### src/rtl/shift_add_ctrl.sv
// shift_add_ctrl: control sequencer for a shift-and-add multiplier.
// Issues load/add/shift strobes for N iterations and then a one-cycle done pulse.
// Optional feature macro: SHIFT_ADD_CYCLE_CNT_EN adds the last_cycles output,
// which reports the length of the most recent operation in cycles.
// All outputs are registers loaded from the next-state decode, so each output
// changes on the same edge as the state register and depends only on state.
module shift_add_ctrl #(
    parameter int N  = 4,
    parameter int CW = $clog2(N + 1)
) (
    input  logic          clock,
    input  logic          reset,
    input  logic          start,
    input  logic          q0,
    output logic          load,
    output logic          add,
    output logic          shift,
    output logic          busy,
    output logic          ready,
    output logic          done,
`ifdef SHIFT_ADD_CYCLE_CNT_EN
    output logic [7:0]    last_cycles,
`endif
    output logic [CW-1:0] count
);

    localparam logic [2:0] ST_IDLE  = 3'd0;
    localparam logic [2:0] ST_LOAD  = 3'd1;
    localparam logic [2:0] ST_TEST  = 3'd2;
    localparam logic [2:0] ST_ADD   = 3'd3;
    localparam logic [2:0] ST_SHIFT = 3'd4;
    localparam logic [2:0] ST_DONE  = 3'd5;

    logic [2:0]    state_r;
    logic [2:0]    state_nxt_s;
    logic [CW-1:0] count_r;
    logic [CW-1:0] count_nxt_s;
    logic          armed_r;
    logic          armed_nxt_s;

    // Next-state, iteration-count and start-arming logic.
    always_comb begin
        state_nxt_s = ST_IDLE;
        count_nxt_s = count_r;
        // A low start in any state re-arms the launch; only an armed rising start is accepted.
        if (!start) begin
            armed_nxt_s = 1'b1;
        end else begin
            armed_nxt_s = armed_r;
        end
        case (state_r)
            ST_IDLE: begin
                if (start && armed_r) begin
                    state_nxt_s = ST_LOAD;
                    armed_nxt_s = 1'b0;
                end else begin
                    state_nxt_s = ST_IDLE;
                end
            end
            ST_LOAD: begin
                count_nxt_s = CW'(N);
                state_nxt_s = ST_TEST;
            end
            ST_TEST: begin
                if (q0) begin
                    state_nxt_s = ST_ADD;
                end else begin
                    state_nxt_s = ST_SHIFT;
                end
            end
            ST_ADD: begin
                state_nxt_s = ST_SHIFT;
            end
            ST_SHIFT: begin
                if (count_r == CW'(1)) begin
                    count_nxt_s = count_r - CW'(1);
                    state_nxt_s = ST_DONE;
                end else if (count_r == '0) begin
                    // Unreachable in normal operation; refuse to wrap and fall back to idle.
                    count_nxt_s = '0;
                    state_nxt_s = ST_IDLE;
                end else begin
                    count_nxt_s = count_r - CW'(1);
                    state_nxt_s = ST_TEST;
                end
            end
            ST_DONE: begin
                count_nxt_s = '0;
                state_nxt_s = ST_IDLE;
            end
            default: begin
                count_nxt_s = '0;
                state_nxt_s = ST_IDLE;
            end
        endcase
    end

    // State, counter, arming flag and registered Moore outputs.
    always_ff @(posedge clock) begin
        if (reset) begin
            state_r <= ST_IDLE;
            count_r <= '0;
            armed_r <= 1'b0;
            load    <= 1'b0;
            add     <= 1'b0;
            shift   <= 1'b0;
            done    <= 1'b0;
            busy    <= 1'b0;
            ready   <= 1'b1;
        end else begin
            state_r <= state_nxt_s;
            count_r <= count_nxt_s;
            armed_r <= armed_nxt_s;
            load    <= (state_nxt_s == ST_LOAD);
            add     <= (state_nxt_s == ST_ADD);
            shift   <= (state_nxt_s == ST_SHIFT);
            done    <= (state_nxt_s == ST_DONE);
            busy    <= (state_nxt_s != ST_IDLE);
            ready   <= (state_nxt_s == ST_IDLE);
        end
    end

    assign count = count_r;

`ifdef SHIFT_ADD_CYCLE_CNT_EN
    logic [7:0] cyc_cnt_r;
    logic [7:0] last_cycles_r;

    // Increment that sticks at the top of the 8-bit range.
    function automatic logic [7:0] sat_inc8(input logic [7:0] v);
        return (v == 8'hFF) ? v : (v + 8'd1);
    endfunction

    // Operation length counter; the LOAD cycle counts as cycle one, DONE is the last cycle.
    always_ff @(posedge clock) begin
        if (reset) begin
            cyc_cnt_r     <= 8'd0;
            last_cycles_r <= 8'd0;
        end else begin
            case (state_r)
                ST_LOAD:  cyc_cnt_r <= 8'd1;
                ST_TEST,
                ST_ADD,
                ST_SHIFT: cyc_cnt_r <= sat_inc8(cyc_cnt_r);
                ST_DONE:  last_cycles_r <= sat_inc8(cyc_cnt_r);
                default:  cyc_cnt_r <= cyc_cnt_r;
            endcase
        end
    end

    assign last_cycles = last_cycles_r;
`endif

endmodule

### config.mk
export PLATFORM = sky130hd
export DESIGN_NAME = shift_add_ctrl
export DESIGN_NICKNAME = d
export VERILOG_FILES = /design/src/rtl/shift_add_ctrl.sv
export SDC_FILE = /design/constraint.sdc
export NUM_CORES = 1
export LEC_CHECK = 0
export ABC_AREA = 1
export CORE_AREA = 2 2 39 41
export CTS_CLUSTER_SIZE = 20
export DETAILED_ROUTE_END_ITERATION = 10
export DIE_AREA = 0 0 41 43
export MAX_ROUTING_LAYER = met4
export PLACE_DENSITY = 0.72
export SLEW_MARGIN = 25
export SYNTH_ARGS = -nofsm -noshare
export SYNTH_HDL_FRONTEND = slang
export SYNTH_SLANG_ARGS = --single-unit
### constraint.sdc
create_clock -name clock -period 2.4 [get_ports clock]
set_clock_uncertainty 0.2 [all_clocks]
set_input_delay 0.72 -clock clock [delete_from_list [all_inputs] [get_ports clock]]
set_output_delay 0.72 -clock clock [all_outputs]
set_load 0.01 [all_outputs]
**Word level (Yosys, flattened, before mapping)**

Cells that the tools add are included.

- Reduce and logical (&&, ||, !) cells: 6
- Eq/ne operators: 9
- Mux-type cells: 11
- Add/sub/neg operators: 1

Operators with widths:

| operator | number |
|---|---|
| $pmux W3 S5 | 1 |
| $mux W3 | 4 |
| $eq A3 B1 Y1 const B | 3 |
| $eq A3 B2 Y1 const B | 3 |
| $eq A3 B3 Y1 const B | 3 |
| $logic_not A3 Y1 | 3 |
| $pmux W3 S3 | 1 |
| $mux W1 | 4 |
| $reduce_bool A3 Y1 | 1 |
| $reduce_or A3 Y1 | 1 |
| $sub A3 B1 Y3 const B | 1 |
| $mux W2 | 1 |
| $logic_and A1 B1 Y1 | 1 |

- Input bits: 4
- Register bits: 13
- Output and inout port bits: 9

**Logic depth before layout (Yosys ltp)**

Gate-level depths: netlist of the first run.

- Depth in word-level cells: 5
- Depth in mapped cells: 9

**Worst setup path before layout of the first run**

No wires, ideal clock.

- Path type: input -> register
- Start point: input reset
- End point: register ready
- Setup time: 0.113 ns
- Data required time: 2.087 ns
- Data arrival time: 1.179 ns
- Setup slack: 0.908 ns
- Stages: 5
- Cell sequence: buf_2 > a21oi_2 > nand2_2 > nand2_1 > nor2_2

RTL lines:

| element | RTL line | source |
|---|---|---|
| start: declaration | 12 | `input logic reset,` |
| end signal: assignment | 119 | `ready <= (state_nxt_s == ST_IDLE);` |
| end: declaration | 19 | `output logic ready,` |

**Worst setup path after layout of the first run**

- Start point: register count_r[2] (netlist: count[2])
- End point: output count[2]

RTL lines:

| element | RTL line | source |
|---|---|---|
| start: declaration | 36 | `logic [CW-1:0] count_r;` |
| start signal: assignment | 112 | `count_r <= count_nxt_s;` |
| end: declaration | 24 | `output logic [CW-1:0] count` |

No word-level cell between the ends.

==> impl_metrics.ini, run 1 <==
[critical_path]
crit_required_ns = 1.48
critical-path-top-delay-family = buffers and inverters
crit_fanout = 4
cp_cell_sequence = clkdlybuf4s50_1
critPathKind = register to output port
endpoint_kind = output port
worst-path-buf-inv = 1
cp_data_arrival_time_ns = 1.21
startpoint_type = register
slowest_delay_ns = 0.56
critPathSlowestCell = clkdlybuf4s50_1

[synth]
ys_ff_latch = 13
synth_edf_count = 0
syn_area_um2 = 622
synthArstFlopShare_pct = 0
yosys_warnings = 0
avgSynthCellArea_um2 = 8.08
seq_area_frac_synth_pct = 41.9
syn_nets = 84
yosysTopAreaCellShare_pct = 41.9
synth_common_cells = dfxtp_1 (13), inv_1 (11), nor2_1 (10)
ys_types = 19
synth_top_cell_by_area = dfxtp_1
synth.area.top_cells = dfxtp_1 (42%), inv_1 (6.6%), ha_1 (6.0%)
yosysMostFrequentCell = dfxtp_1
synthCells = 77
ys.flop_type = dfxtp_1

[route]
drt_iter0_markers = 7
vias = 496
drt_wl_total_um = 1080
drt_pass1_iterations = 4
wl_per_cell_um = 10.1
routed_via_density = 4.64
drc = 0
ant_nets = 0

[cells_and_area]
drive_above_1_share_pct = 18.7
final_util_pct = 55.8
fin_nets = 99
diodes = 0
area_delta_synth_final_pct = 24.1

[timing]
post-route-period-util_pct = 89.0
slew_headroom_pct = 72.7
worstMarginPinSlew_ns = 0.409
setup_viol = 0
grt_setup_unrepaired = false
fmax_mhz = 468
hold_viol = 0
final-max-slew-violation-count = 0
fin_setup_tns_ns = 0
fin_crit_ns = 2.13

[clock_network]
clkLatencyLatePin_ns = 0.27
cts_num_sinks = 13
cts_buffers = 3
clock-root-buffer = clkbuf_4
tritoncts = done
clk_pin_slew_ns = 0.07
ctsHoldBuffers = 0
cts-resized-gates = 0
htreeDepth = 1
cts_buffer_depth = 2
post_cts_buffers = 0

[placed_design]
dp_hpwl_um = 839
place.gp.congestion = 0.844
portBuffers = 12

[global_route]
grt_pass1_vias = 502
grt_pass1_wl_um = 1910
grt_util_all_layers_pct = 16.5
antenna_found_initial = 0
gr-total-overflow = 0
grt_max_degree = 10

[die]
core_area_um2 = 1380
start_util_pct = 44.9
die_h_um = 43
row_count = 14
num_io_pins = 13
die_w_um = 41
dieArea_um2 = 1760

[power]
ir_drop_mv = 0.306
power.density_nw_per_um2 = 519
leakagePower_nw = 0.357

[outcome]
status = finished clean

[min_path]
min_path_type = register to register

[flow_run]
maxCapViolCount = 0
==> per-stage QoR <==
| stage | hold slack (ns) | std cells | instance area [um^2] | setup slack (ns) | power [mW] |
|---|---|---|---|---|---|
| 3_5_place_dp | 0.340 | 103 | 746 | 0.370 | 0.278 |
| 2_1_floorplan | 0.316 | 77 | 622 | 0.908 | 0.260 |
| 4_1_cts | 0.351 | 107 | 772 | 0.254 | 0.410 |
| 6_report | 0.348 | 107 | 772 | 0.265 | 0.400 |
| 3_3_place_gp | 0.350 | 103 | 746 | 0.397 | 0.278 |
| 5_1_grt | 0.415 | 107 | 772 | 0.222 | 0.426 |
==> worst paths after layout <==
check / start / to / slack (ns) / depth (start not counted)
max: count[2]$_SDFFE_PP0N_ / count[2] / 0.27 / 1
min: armed_r$_SDFF_PP0_ / armed_r$_SDFF_PP0_ / 0.35 / 4
max reg2reg: count[1]$_SDFFE_PP0N_ / ready$_SDFF_PP1_ / 0.91 / 9
min reg2reg: armed_r$_SDFF_PP0_ / armed_r$_SDFF_PP0_ / 0.35 / 4
==> where the power goes <==
group / total, mW / switching, mW / internal (mW)
Combinational: 0.0460 / 0.0246 / 0.0214
Sequential: 0.227 / 0.00483 / 0.222
Clock: 0.127 / 0.0628 / 0.0643
==> logic make-up (layout without fill, tap and decap cells) <==
logic type      count (synthesis)  count (layout)  synth area share, %
simple gates                   36              36                 31.8
xor+xnor                        1               1                 1.41
buf+inv                        14              28                 9.86
compound gates                 10              10                 9.06
flops                          13              13                 41.9
fa+ha+maj                       3               3                 6.04
==> final cells by class <==
| class | count | area [um^2] |
|---|---|---|
| clock buffers | 4 | 26.3 |
| fillers | 137 | 612 |
| inverters | 12 | 45.0 |
| multi-input cells | 50 | 300 |
| flip-flops and latches | 13 | 260 |
| well taps | 16 | 20.0 |
| repair buffers | 12 | 120 |
==> per-layer routing <==
layer | vias to the layer above | routed length, um | GRT usage (%) | part of all wire, %
li1 | 265 | - | - | -
met1 | 217 | 495 | 17.3 | 46
met2 | 12 | 523 | 25.3 | 48
met3 | 2 | 50 | 7.85 | 4.6
met4 | 0 | 10 | 7.33 | 0.93
met5 | - | 0 | - | 0
==> sequential cells by signal (all words and copies together), names as in the netlist <==
signal	cells
count	3
state_r	3
add	1
armed_r	1
busy	1
done	1
load	1
ready	1
shift	1
==> layout by cell type, fill, tap and decap left out, drive strengths merged <==
| cell type | count |
|---|---|
| dfxtp | 13 |
| o21ai | 4 |
| clkbuf | 4 |
| a22oi | 1 |
| nand3 | 8 |
| inv | 12 |
| ha | 3 |
| clkdlybuf4s50 | 12 |
| a21oi | 5 |
| xor2 | 1 |
| nor2 | 15 |
| nand2 | 13 |
No activity file was read; power rests on OpenSTA's default activity.
==> inputs of run 2 (changes only) <==
- SLEW_MARGIN: 25 -> default
==> results of run 2 <==
No change in the layout: final DEF, timing and power equal those of run 1.
